## src/rtl/tio_sync_ctrl.sv

```systemverilog
// ----------------------------------------------------------------------------
// tio_sync_ctrl
//
// Sync controller for the sysclk domain. When the TURF sends a sync request,
// the block waits sync_offset sysclks. It then pulses sync_o, which resets the
// internal sync sequence phase to 0 and reloads the free-running sysclk
// counter with clk_offset. If external sync was enabled when the request was
// captured, the block also drives ext_sync_o for EXT_SYNC_LEN cycles. That
// pulse starts in the same cycle as sync_o.
//
// The configuration inputs are quasi-static and come from another clock
// domain. They are sampled only when a request is accepted, so changing them
// mid-operation has no effect.
//
// Optional feature macro: TIO_SYNC_STATUS_EN
//   Defining it adds the sync_count_o and sync_err_o status ports.
//
// Ports
//   sys_clk_i        in   system clock (only clock)
//   sys_rst_n_i      in   synchronous active-low reset
//   sync_req_i       in   1-cycle sync request
//   sync_offset_i    in   [7:0] delay from request to sync, in sysclks
//   en_ext_sync_i    in   enable for the external sync pulse
//   clk_offset_i     in   [7:0] value loaded into the sysclk counter at sync
//   sync_o           out  1-cycle internal sync-sequence reset pulse
//   ext_sync_o       out  external sync pulse, EXT_SYNC_LEN cycles long
//   sysclk_count_o   out  [COUNT_WIDTH-1:0] free-running sysclk counter
//   seq_phase_o      out  [PHASE_W-1:0] sync sequence phase
//   sync_busy_o      out  high while a request is in progress
//   sync_count_o     out  [15:0] number of sync_o pulses (status build only)
//   sync_err_o       out  sticky: request seen while busy (status build only)
// ----------------------------------------------------------------------------
module tio_sync_ctrl #(
    parameter int COUNT_WIDTH  = 32,
    parameter int SEQ_LEN      = 8,
    parameter int EXT_SYNC_LEN = 4,
    localparam int PHASE_W     = (SEQ_LEN > 1) ? $clog2(SEQ_LEN) : 1
) (
    input  logic                   sys_clk_i,
    input  logic                   sys_rst_n_i,
    input  logic                   sync_req_i,
    input  logic [7:0]             sync_offset_i,
    input  logic                   en_ext_sync_i,
    input  logic [7:0]             clk_offset_i,
    output logic                   sync_o,
    output logic                   ext_sync_o,
    output logic [COUNT_WIDTH-1:0] sysclk_count_o,
    output logic [PHASE_W-1:0]     seq_phase_o,
    output logic                   sync_busy_o
`ifdef TIO_SYNC_STATUS_EN
    ,
    output logic [15:0]            sync_count_o,
    output logic                   sync_err_o
`endif
);

    typedef enum logic [1:0] {
        ST_IDLE,
        ST_WAIT,
        ST_FIRE,
        ST_EXT
    } state_t;

    state_t                 state_q,   state_d;
    logic [7:0]             dcnt_q,    dcnt_d;
    logic [7:0]             clk_off_q, clk_off_d;
    logic                   ext_en_q,  ext_en_d;
    logic                   sync_q,    sync_d;
    logic                   ext_q,     ext_d;
    logic [7:0]             ext_cnt_q, ext_cnt_d;
    logic [COUNT_WIDTH-1:0] count_q,   count_d;
    logic [PHASE_W-1:0]     phase_q,   phase_d;
    logic                   busy_q,    busy_d;

    always_comb begin
        state_d   = state_q;
        dcnt_d    = dcnt_q;
        clk_off_d = clk_off_q;
        ext_en_d  = ext_en_q;
        sync_d    = 1'b0;
        ext_d     = ext_q;
        ext_cnt_d = ext_cnt_q;
        count_d   = count_q + COUNT_WIDTH'(1);
        phase_d   = (phase_q == PHASE_W'(SEQ_LEN - 1)) ? '0 : phase_q + PHASE_W'(1);

        case (state_q)
            ST_IDLE: begin
                // busy_q also covers the cycle in which sync_o or ext_sync_o is
                // still high after the FSM has already returned to IDLE.
                if (sync_req_i && !busy_q) begin
                    dcnt_d    = sync_offset_i;
                    clk_off_d = clk_offset_i;
                    ext_en_d  = en_ext_sync_i;
                    state_d   = ST_WAIT;
                end
            end
            ST_WAIT: begin
                if (dcnt_q == 8'd0) begin
                    state_d = ST_FIRE;
                end else begin
                    dcnt_d = dcnt_q - 8'd1;
                end
            end
            ST_FIRE: begin
                // Counter reload, phase reset and the pulses all land on the
                // same edge, so they become visible together with sync_o.
                sync_d  = 1'b1;
                count_d = COUNT_WIDTH'(clk_off_q);
                phase_d = '0;
                if (ext_en_q) begin
                    ext_d     = 1'b1;
                    ext_cnt_d = 8'(EXT_SYNC_LEN - 1);
                    state_d   = ST_EXT;
                end else begin
                    state_d = ST_IDLE;
                end
            end
            ST_EXT: begin
                if (ext_cnt_q == 8'd0) begin
                    ext_d   = 1'b0;
                    state_d = ST_IDLE;
                end else begin
                    ext_cnt_d = ext_cnt_q - 8'd1;
                end
            end
            default: begin
                state_d = ST_IDLE;
                ext_d   = 1'b0;
            end
        endcase

        busy_d = (state_d != ST_IDLE) || sync_d || ext_d;
    end

    always_ff @(posedge sys_clk_i) begin
        if (!sys_rst_n_i) begin
            state_q   <= ST_IDLE;
            dcnt_q    <= '0;
            clk_off_q <= '0;
            ext_en_q  <= 1'b0;
            sync_q    <= 1'b0;
            ext_q     <= 1'b0;
            ext_cnt_q <= '0;
            count_q   <= '0;
            phase_q   <= '0;
            busy_q    <= 1'b0;
        end else begin
            state_q   <= state_d;
            dcnt_q    <= dcnt_d;
            clk_off_q <= clk_off_d;
            ext_en_q  <= ext_en_d;
            sync_q    <= sync_d;
            ext_q     <= ext_d;
            ext_cnt_q <= ext_cnt_d;
            count_q   <= count_d;
            phase_q   <= phase_d;
            busy_q    <= busy_d;
        end
    end

    assign sync_o         = sync_q;
    assign ext_sync_o     = ext_q;
    assign sysclk_count_o = count_q;
    assign seq_phase_o    = phase_q;
    assign sync_busy_o    = busy_q;

`ifdef TIO_SYNC_STATUS_EN
    logic [15:0] sync_cnt_q, sync_cnt_d;
    logic        err_q,      err_d;

    always_comb begin
        // The count advances on the same edge that raises sync_o.
        sync_cnt_d = sync_d ? sync_cnt_q + 16'd1 : sync_cnt_q;
        err_d      = err_q | (sync_req_i & busy_q);
    end

    always_ff @(posedge sys_clk_i) begin
        if (!sys_rst_n_i) begin
            sync_cnt_q <= '0;
            err_q      <= 1'b0;
        end else begin
            sync_cnt_q <= sync_cnt_d;
            err_q      <= err_d;
        end
    end

    assign sync_count_o = sync_cnt_q;
    assign sync_err_o   = err_q;
`endif

endmodule

```

## config.mk

```make
export PLATFORM = sky130hd
export DESIGN_NAME = tio_sync_ctrl
export DESIGN_NICKNAME = d
export VERILOG_FILES = /design/src/rtl/tio_sync_ctrl.sv
export SDC_FILE = /design/constraint.sdc
export NUM_CORES = 1
export LEC_CHECK = 0
export BUFFER_PORTS_ARGS = -buffer_cell sky130_fd_sc_hd__buf_2
export CAP_MARGIN = 15
export CORE_UTILIZATION = 39
export CTS_CLUSTER_DIAMETER = 200
export CTS_CLUSTER_SIZE = 14
export DETAILED_ROUTE_END_ITERATION = 12
export SLEW_MARGIN = 10
export SYNTH_ARGS = -nofsm -noshare
export SYNTH_HDL_FRONTEND = slang
export SYNTH_SLANG_ARGS = --single-unit
export TNS_END_PERCENT = 50
```

## constraint.sdc

```tcl
create_clock -name sys_clk_i -period 2.3 [get_ports sys_clk_i]
set_input_delay 0.115 -clock sys_clk_i [delete_from_list [all_inputs] [get_ports sys_clk_i]]
set_output_delay 0.115 -clock sys_clk_i [all_outputs]
set_load 0.005 [all_outputs]
```

## Yosys cells after proc, flatten, opt, wreduce, memory -nomap -nowiden

Cells that the tools add are included.

- Flip-flop bits (word level): 65
- Bits of input ports: 20
- Output and inout port bits: 38
- Logic and storage cells: 55

- Add/sub/neg operators: 4
- Eq/ne operators: 8
- Muxes and demuxes: 16
- Bitwise logic cells: 1
- Reductions and logical operators: 15

Operator list:

| cell | count |
|---|---|
| $mux 8 | 5 |
| $add 32x1->32 const B | 1 |
| $pmux 8 s2 | 2 |
| $logic_not 8->1 | 2 |
| $sub 8x1->8 const B | 2 |
| $mux 2 | 4 |
| $ne 2x2->1 const B | 4 |
| $pmux 2 s4 | 1 |
| $reduce_and 3->1 | 2 |
| $reduce_bool 2->1 | 3 |
| $eq 2x2->1 const B | 2 |
| $add 3x1->3 const B | 1 |
| $eq 3x3->1 const B | 1 |
| $mux 1 | 3 |
| $reduce_or 3->1 | 1 |
| $eq 2x1->1 const B | 1 |
| $logic_not 2->1 | 1 |
| $logic_or 1x1->1 | 2 |
| $pmux 1 s2 | 1 |
| $reduce_and 2->1 | 1 |
| $reduce_or 2->1 | 1 |
| $logic_and 1x1->1 | 1 |
| $logic_not 1->1 | 1 |
| $not 1->1 | 1 |

## Depth between registers and ports, before layout

Gate-level depths: netlist of the first run.

- Word-level depth: 7
- Depth in mapped cells: 8
- Mapped depth without buffers: 6

## Worst setup path after synthesis of the first run

No wires, ideal clock.

- Path kind: flip-flop to flip-flop
- From: register count_q[0] (netlist: sysclk_count_o[0])
- To: register count_q[16] (netlist: sysclk_count_o[16])
- Setup time: 72 ps
- Arrival time: 1939 ps
- Required time: 2228 ps
- Path slack: 289 ps
- Cell stages (with the launch flop): 7
- Buffers on the path: 1
- Period minus slack after synthesis: 2011 ps
- Cell sequence: dfxtp_1 > ha_1 > nand4_1 > or3_1 > clkbuf_1 > or4_1 > a21oi_1

- Longest elaborated chain between the ends: 1

Ends and longest elaborated chain:

| element | RTL line | text |
|---|---|---|
| start: declaration | 71 | `logic [COUNT_WIDTH-1:0] count_q, count_d;` |
| start signal: assignment | 155 | `count_q <= count_d;` |
| $add 32x1->32 | 83 | `count_d = count_q + COUNT_WIDTH'(1);` |

Every way passes these cells.
A chain may end at the register's enable or synchronous reset.

## Worst setup path after layout of the first run

Ends and elaborated chain as after synthesis.

==> reports/results.tsv, run 1 <==
metric	value	unit
status	completed	
DRT antenna net count	0	
fin cells	551	
EDFF count, synth	0	
post-synthesis instance area	0.00314	mm²
pin count of the biggest net entering global routing	28	
Post-Syn Area per Cell	8.25	µm²
worst r2r src	sysclk_count_o[0]	
Core Area	0.00777	mm²
most frequent cell after synthesis	dfxtp_1	
Worst-Margin Slew	622	ps
die width	91.8	µm
overall power	0.00316	W
Max Root-Sink Buffers	2	
Pre-Repair DR Iteration Count	4	
Post-synth ARST share	0	%
crit path from	sysclk_count_o[0]	
Max-slew headroom	58.2	%
Syn. warnings	0	
Layout fillers	797	
Final GP Congestion	0.812	
Fmax	476	MHz
routed len/inst	13.4	µm
TritonCTS clock tree	yes	
CP Cell Sequence	ha_1 -> nand4_1 -> or3_1 -> or4_1 -> a21oi_1	
Max stage delay cell, worst path	or4_1	
half-perimeter wire length after placement	5260	µm
CTS buffer count	9	
Worst Skew	10.6	ps
crit path max fanout	6	
Post-Syn Instances	381	
total negative slack	0	ps
CP startpoint kind	flip-flop	
CTS H-tree depth	3	
first-pass GRT wire length	12900	µm
layout cell share with drive strength beyond 1	21.6	%
# resized after CTS	0	
Seq/Total Area, Yosys	41.4	%
Area growth syn-to-layout	21.4	%
Post-synth top cells	dfxtp_1 (65), a21oi_1 (46), nand2_1 (43)	
Synth area leaders	dfxtp_1 (41%), a21oi_1 (7.3%), o31ai_1 (5.3%), nand2_1 (5.1%), or4_1 (4.3%)	
Max Cap Violations	0	
Hold Crit Start	clk_offset_i[2]	
final net count	469	
Critical Path AT	2380	ps
GRT Overall Usage	19.0	%
Iter 0 DRT Violations	111	
Worst EP required	2580	ps
I/O Pins	58	
top_reg_cell synth	dfxtp_1	
n_diodes	0	
port bufs	57	
Clock transition at path regs	70	ps
Cell variety after synth	48	
vias per inst	5.38	
Register Area	0.00130	mm²
initial antenna violation count	0	
Initial Utilization	40.5	%
VDD IR max	0.437	mV
post-route minimum period	2100	ps
number of global-route vias before repair	2791	
count of final max-slew check failures	0	
hold-fix buffers at CTS	0	
final hold violation count	0	
CP Class	reg2reg	
Setup Buffers After CTS	0	
DRT Wirelength	7390	µm
Die Footprint	0.00842	mm²
Worst path max stage delay	520	ps
multi-input logic area	0.00171	mm²
die span in y	91.8	µm
P_leak	1.48	nW
Synth Net Count	406	
final setup fails	0	
# placed instances	535	
Crit. End Element	flip-flop	
RSZ-0062 raised after global routing	false	
min-delay worst type	in2reg	
total gr overflow	0	
# rows	32	
area share of the largest cell type after synthesis	41.4	%
clock latency on the worst-skew pair	340	ps
routed vias	2963	
post-synth top area cell	dfxtp_1	
Tcrit/Tclk final	91.3	%
DRC Markers	0	
#FFs+latches synth	65	
Root Driver	clkbuf_8	
clock tree sinks	65	
pwr dens	828	mW/mm²
worst paths after layout:
check                            end  slack (ps)  cells past startpoint
hold / removal          clk_off_q[2]          10                      3
setup / recovery  sysclk_count_o[16]         200                      5
setup reg to reg  sysclk_count_o[16]         200                      5
hold reg to reg         clk_off_q[7]         450                      2
cell type report:
cell class	instances	area share (%)
clock inverter	5	2.07
clock buffer	11	3.71
timing repair buffer	74	10.8
tap	102	3.35
multi-input combinational	283	44.9
inverter	11	1.08
sequential	65	34.1
layout by cell type, fill, tap and decap left out, types with 3 or more instances in the layout:
cell      instances
a211o_1           4
a211oi_1          8
a21o_1            3
a21oi_1          46
buf_2            57
buf_4            17
clkbuf_8         10
dfxtp_1          65
ha_1              5
inv_1            10
nand2_1          43
nand2b_1          3
nand3_1          13
nand3b_1          3
nand4_1           5
nor2_1           25
nor2b_1           4
nor3_1            9
nor3b_1           4
nor4_1            3
nor4b_1           3
o21ai_0          13
o31ai_1          22
or3_1            12
or4_1            17
xnor2_1          11
cells by family (layout without fill, tap and decap cells):
group	after synthesis	count (layout)	share of synthesized area, %
mux	1	1	0.318
xor+xnor	13	13	3.62
fa+ha+maj	5	5	1.99
simple gates	159	159	27.5
compound gates	105	105	20.9
flops	65	65	41.4
buf+inv	33	101	4.26
per-stage QoR:
step / instance area (µm²) / utilization (%) / setup WS [ps] / hold WS (ps)
6_report: 3810 / 49.1 / 200 / 10.5
2_1_floorplan: 3140 / - / 289 / 251
5_1_grt: 3810 / 49.1 / 62.8 / 7.96
4_1_cts: 3810 / 49.1 / 118 / 0.425
3_3_place_gp: 3590 / 46.2 / 175 / 356
3_5_place_dp: 3590 / 46.2 / 133 / 367
critical path: cells and delay by family, from the launching register on:
kind                       cells  cell delay (ps)
adders and majority gates      1              250
AOI/OAI and AO/OA              1              160
DFF                            1              410
and+or+nand+nor                3             1220
report_power, final:
group          switching (W)  internal, W  total, W
sequential          0.000110      0.00124   0.00135
clock               0.000447     0.000639   0.00109
combinational       0.000395     0.000327  0.000722
total               0.000952      0.00221   0.00316
per-layer routing:
metal  up-vias  track usage (%)  wire, µm
met5         -                0         0
met4         0             7.29       112
met3        12             4.64       353
met2        61             32.8      3530
met1      1355             22.9      3390
li1       1535                -         -
registers in the layout, summed over array words and instances (netlist names):
register	flops
ext_cnt_q	8
sync_o	1
ext_en_q	1
ext_sync_o	1
sysclk_count_o	32
sync_busy_o	1
state_q	2
seq_phase_o	3
dcnt_q	8
clk_off_q	8
Power figures use the tool's default switching activity.
==> inputs of run 2 (changes only) <==
--- a/config.mk
+++ b/config.mk
@@ -7,3 +7,3 @@
 export LEC_CHECK = 0
-export BUFFER_PORTS_ARGS = -buffer_cell sky130_fd_sc_hd__buf_2
+export BUFFER_PORTS_ARGS = -buffer_cell sky130_fd_sc_hd__buf_4
 export CAP_MARGIN = 15
==> constraint.sdc (replaced) <==
create_clock -name sys_clk_i -period 2.3 [get_ports sys_clk_i]
set_input_delay 0.69 -clock sys_clk_i [delete_from_list [all_inputs] [get_ports sys_clk_i]]
set_output_delay 0.69 -clock sys_clk_i [all_outputs]
set_load 0.005 [all_outputs]
==> run 2 against run 1 <==
Compared with the run above:
- wire length up 0.37%
- cell area up 3.7%
- first-iteration DRC count down 22%
- highest routed layer unchanged
- count of clock-buffer cells in the layout up 1
- power up 2.8%
- critical endpoint unchanged
- sequential power about the same
- critical path type unchanged
- register-to-register slack about the same
- via count up 0.81%
- critical path depth unchanged
- largest cell class unchanged
- utilization up 1.8 points
- clock power up 4%
==> reports/results.tsv, run 2 (synthesized netlist as in run 1, its figures left out) <==
metric	value	unit
status	completed	
Clock Power Share	34.9	%
Max-slew headroom	58.5	%
CTS buffer count	9	
most frequent cells in the layout	buf_4 (72), dfxtp_1 (65), a21oi_1 (46)	
final setup fails	0	
port bufs	57	
GRT Overall Usage	18.0	%
n_diodes	0	
GR Util met1	23.4	%
overall power	0.00324	W
count of final max-slew check failures	0	
crit path max fanout	9	
Internal Pwr Total	0.00230	W
Worst EP required	2560	ps
Die Footprint	0.00842	mm²
Root Driver	clkbuf_8	
routed vias	2987	
Setup Buffers After CTS	0	
die width	91.8	µm
Worst Skew	10.2	ps
DRT Wirelength	7410	µm
final hold violation count	0	
met2 Usage GRT	29.6	%
CP startpoint kind	flip-flop	
Iter 0 DRT Violations	87	
Tcrit/Tclk final	91.7	%
Initial Utilization	40.5	%
DRT antenna net count	0	
Crit. End Element	flip-flop	
global route hottest layer	met2	
# resized after CTS	0	
Flop pwr share	41.8	%
Clock transition at path regs	70	ps
P_leak	1.49	nW
Fmax	474	MHz
Hold Path Cell Cnt	2	
total negative slack	0	ps
# rows	32	
final net count	467	
I/O Pins	58	
first-pass GRT wire length	12300	µm
Final GP Congestion	0.817	
NetSw	0.000950	W
combinational power share	23.3	%
Hold Crit Start	clk_off_q[1]	
Critical Path AT	2360	ps
clock latency on the worst-skew pair	330	ps
half-perimeter wire length after placement	5260	µm
r2r setup slk	190	ps
Max Root-Sink Buffers	2	
total gr overflow	0	
Util after Layout	51.0	%
post-route minimum period	2110	ps
Max Cap Violations	0	
most common cell after layout, fill and taps aside	buf_4	
die span in y	91.8	µm
Core Area	0.00777	mm²
crit path capture	sysclk_count_o[16]	
pwr dens	820	mW/mm²
met3 GRT Util	3.23	%
TritonCTS clock tree	yes	
RSZ-0062 raised after global routing	false	
worst r2r src	sysclk_count_o[0]	
pin count of the biggest net entering global routing	25	
Area growth syn-to-layout	25.9	%
Sw Ratio	29.3	%
DRC Markers	0	
number of global-route vias before repair	2641	
FF-to-FF End	sysclk_count_o[16]	
vias per inst	5.44	
layout cell share with drive strength beyond 1	21.3	%
Pre-Repair DR Iteration Count	6	
CP Class	reg2reg	
crit path from	sysclk_count_o[0]	
logic depth of the worst register-to-register path	5	
Worst-Margin Slew	617	ps
initial antenna violation count	0	
min-delay worst type	reg2reg	
routed len/inst	13.5	µm
VDD IR max	0.409	mV
max reg flops	32	
hold-fix buffers at CTS	0	
clock tree sinks	65	
CTS H-tree depth	3	
==> run 2: cell count changes in the layout (fill, tap and decap cells not counted), sizes merged <==
cell / delta
clkbuf: +1
buf: -2
clkinv: -1
==> run 2: worst min path at each step <==
stage | slack, ps | endpoint
6_report | 450 | sysclk_count_o[1]
5_1_grt | 470 | clk_off_q[6]
4_1_cts | 450 | sysclk_count_o[1]
3_5_place_dp | 440 | sysclk_count_o[1]
3_3_place_gp | 440 | clk_off_q[7]
2_1_floorplan | 430 | sysclk_count_o[1]
==> run 2: power groups by stage <==
| stage | clock, W | combinational [W] | sequential (W) |
|---|---|---|---|
| after global placement | 0 | 0.000750 | 0.00138 |
| after detailed placement | 0 | 0.000756 | 0.00138 |
| after global routing | 0.00122 | 0.000845 | 0.00137 |
| after CTS | 0.00117 | 0.000758 | 0.00135 |
| final | 0.00113 | 0.000757 | 0.00136 |
| after floorplan | 0 | 0.000519 | 0.00135 |
==> run 2: final cells by class <==
cell class | count | area [µm²]
timing repair buffer | 72 | 541
clock inverter | 4 | 73.8
inverter | 11 | 41.3
sequential | 65 | 1300
tap | 102 | 128
clock buffer | 12 | 165
fill | 761 | 3810
multi-input combinational | 283 | 1710
==> run 2: critical path: stages (launching register included) <==
cell and delay [ps]:
dfxtp_1 400, ha_1 220, nand4_1 210, or3_1 560
or4_1 500, a21oi_1 140
==> run 2: stage by stage <==
stage | cell area [µm²] | setup slack, ps | cells | hold WS (ps)
global route | 3960 | 52.8 | 549 | 468
CTS | 3960 | 191 | 549 | 450
finish | 3960 | 190 | 549 | 448
global placement | 3720 | 270 | 533 | 439
floorplan | 3140 | 289 | 381 | 432
detailed placement | 3720 | 210 | 533 | 444
==> run 2: layer usage <==
metal / up-vias / routed length, µm / share of wire [%]
li1: 1529 / - / -
met1: 1377 / 3590 / 48
met2: 71 / 3400 / 46
met3: 10 / 301 / 4.1
met4: 0 / 115 / 1.6
met5: - / 0 / 0
==> inputs of run 3 (changes only) <==
- SETUP_SLACK_MARGIN: default -> 0.3
==> run 3 against run 2 <==
Compared with the run above:
- sequential share of layout area barely moved
- clock skew shrank 1.7 ps
- non-clock buffer count rose by 6
- via count grew 1.1%
- wire length is 2.7% higher
- cell area increased by 1.8%
- maximum frequency grew 7.4%
- clock power fell by 16%
- critical endpoint is now sysclk_count_o[31]
- highest routed layer unchanged
==> reports/results.tsv, run 3 (synthesized netlist as in run 1, its figures left out) <==
metric	value	unit
vias per inst	5.43	
Worst Skew	8.48	ps
die width	91.8	µm
count of final max-slew check failures	0	
first-pass GRT wire length	12700	µm
die span in y	91.8	µm
final setup fails	0	
port bufs	57	
Max Cap Violations	0	
max reg flops	32	
pin count of the biggest net entering global routing	28	
Die Footprint	0.00842	mm²
Layout fillers	769	
final hold violation count	0	
clock latency on the worst-skew pair	340	ps
cell family with most CP delay	simple AND/OR/NAND/NOR gates	
CP Cell Sequence	nand4_1 -> or4_4 -> buf_6 -> or4_1 -> a21oi_1	
n_diodes	0	
Root Driver	clkbuf_8	
Core Area	0.00777	mm²
layout cell share with drive strength beyond 1	26.4	%
# placed instances	534	
routed vias	3019	
overall power	0.00306	W
DRT Wirelength	7620	µm
Max Root-Sink Buffers	2	
# rows	32	
Tcrit/Tclk final	85.4	%
Max stage delay cell, worst path	or4_4	
initial antenna violation count	0	
Worst-Margin Slew	651	ps
number of global-route vias before repair	2777	
most common cell after layout, fill and taps aside	buf_4	
VDD IR max	0.407	mV
half-perimeter wire length after placement	5270	µm
DRC Markers	0	
CTS H-tree depth	3	
most frequent cells in the layout	buf_4 (77), dfxtp_1 (56), a21oi_1 (45)	
Util after Layout	51.9	%
TritonCTS clock tree	yes	
Iter 0 DRT Violations	65	
status	completed	
Fmax	509	MHz
P_leak	1.50	nW
Pre-Repair DR Iteration Count	4	
CP Class	reg2reg	
Area growth syn-to-layout	28.2	%
pwr dens	760	mW/mm²
crit path max fanout	16	
CTS buffer count	9	
Critical Path AT	2240	ps
Final GP Congestion	0.799	
Max-slew headroom	56.2	%
RSZ-0062 raised after global routing	true	
DRT antenna net count	0	
Initial Utilization	40.5	%
Worst path max stage delay	560	ps
min-delay worst type	reg2reg	
GRT Overall Usage	18.8	%
Crit. End Element	flip-flop	
clock tree sinks	65	
I/O Pins	58	
Worst EP required	2580	ps
Clock transition at path regs	70	ps
fin cells	556	
Fin Hold WS	449	ps
CP startpoint kind	flip-flop	
total gr overflow	0	
post-route minimum period	1960	ps
routed len/inst	13.7	µm
Buf/Inv on CP	1	
total negative slack	0	ps
final net count	474	
-- run 3: cell types whose count changed in the layout (fill, tap and decap cells not counted), sizes merged --
cell	delta
buf	+6
clkinvlp	+1
or3	+1
bufinv	-1
clkbuf	-1
clkinv	+1
-- run 3: worst paths after layout --
path | start | to | slack [ps] | cells after the start
max | sysclk_count_o[18] | sysclk_count_o[31] | 340 | 5
min | clk_off_q[1] | sysclk_count_o[1] | 450 | 2
max reg2reg | sysclk_count_o[18] | sysclk_count_o[31] | 340 | 5
min reg2reg | clk_off_q[1] | sysclk_count_o[1] | 450 | 2
-- run 3: final cells by class --
type	count	area, µm²	area share, %
clock inverters	5	56.3	1.40
clock buffers	11	131	3.26
flip-flops and latches	65	1330	32.9
inverters	11	41.3	1.02
well taps	102	128	3.17
repair buffers	78	589	14.6
multi-input cells	284	1760	43.6
-- run 3: metal layers --
layer  wire length [µm]  GRT usage, %  part of all wire (%)  vias to the layer above
li1                   -             -                     -                     1545
met1               3570          23.0                    47                     1417
met2               3680          32.2                    48                       50
met3                285          3.90                   3.7                        7
met4                 75          7.55                  0.98                        0
met5                  0             0                     0                        -
-- run 3: power by group --
group          internal (W)  switching, W  total [W]  leakage, nW
registers           0.00124      0.000116    0.00136        0.534
logic              0.000358      0.000397   0.000755        0.877
clock network      0.000500      0.000454   0.000953       0.0933
total               0.00210      0.000967    0.00306         1.50
-- run 3: worst reg2reg max path: stages, from the launching register on --
cell	delay, ps
dfxtp_4	380
nand4_1	160
or4_4	560
buf_6	160
or4_1	500
a21oi_1	150
-- run 3: stage by stage --
step	cell area, µm²	setup slack (ps)
2_1_floorplan	3140	307
3_3_place_gp	3730	282
3_5_place_dp	3730	208
4_1_cts	3940	290
5_1_grt	4030	227
6_report	4030	336
-- run 3: timing repair --
item | 4_1_cts | 5_1_grt
setup endpoints to repair | 13 | 26
gates cloned | 0 | 1
gates resized for setup | 6 | 21
buffers inserted | 2 | 3
pin swaps | 1 | 3
hold buffers | 0 | 0
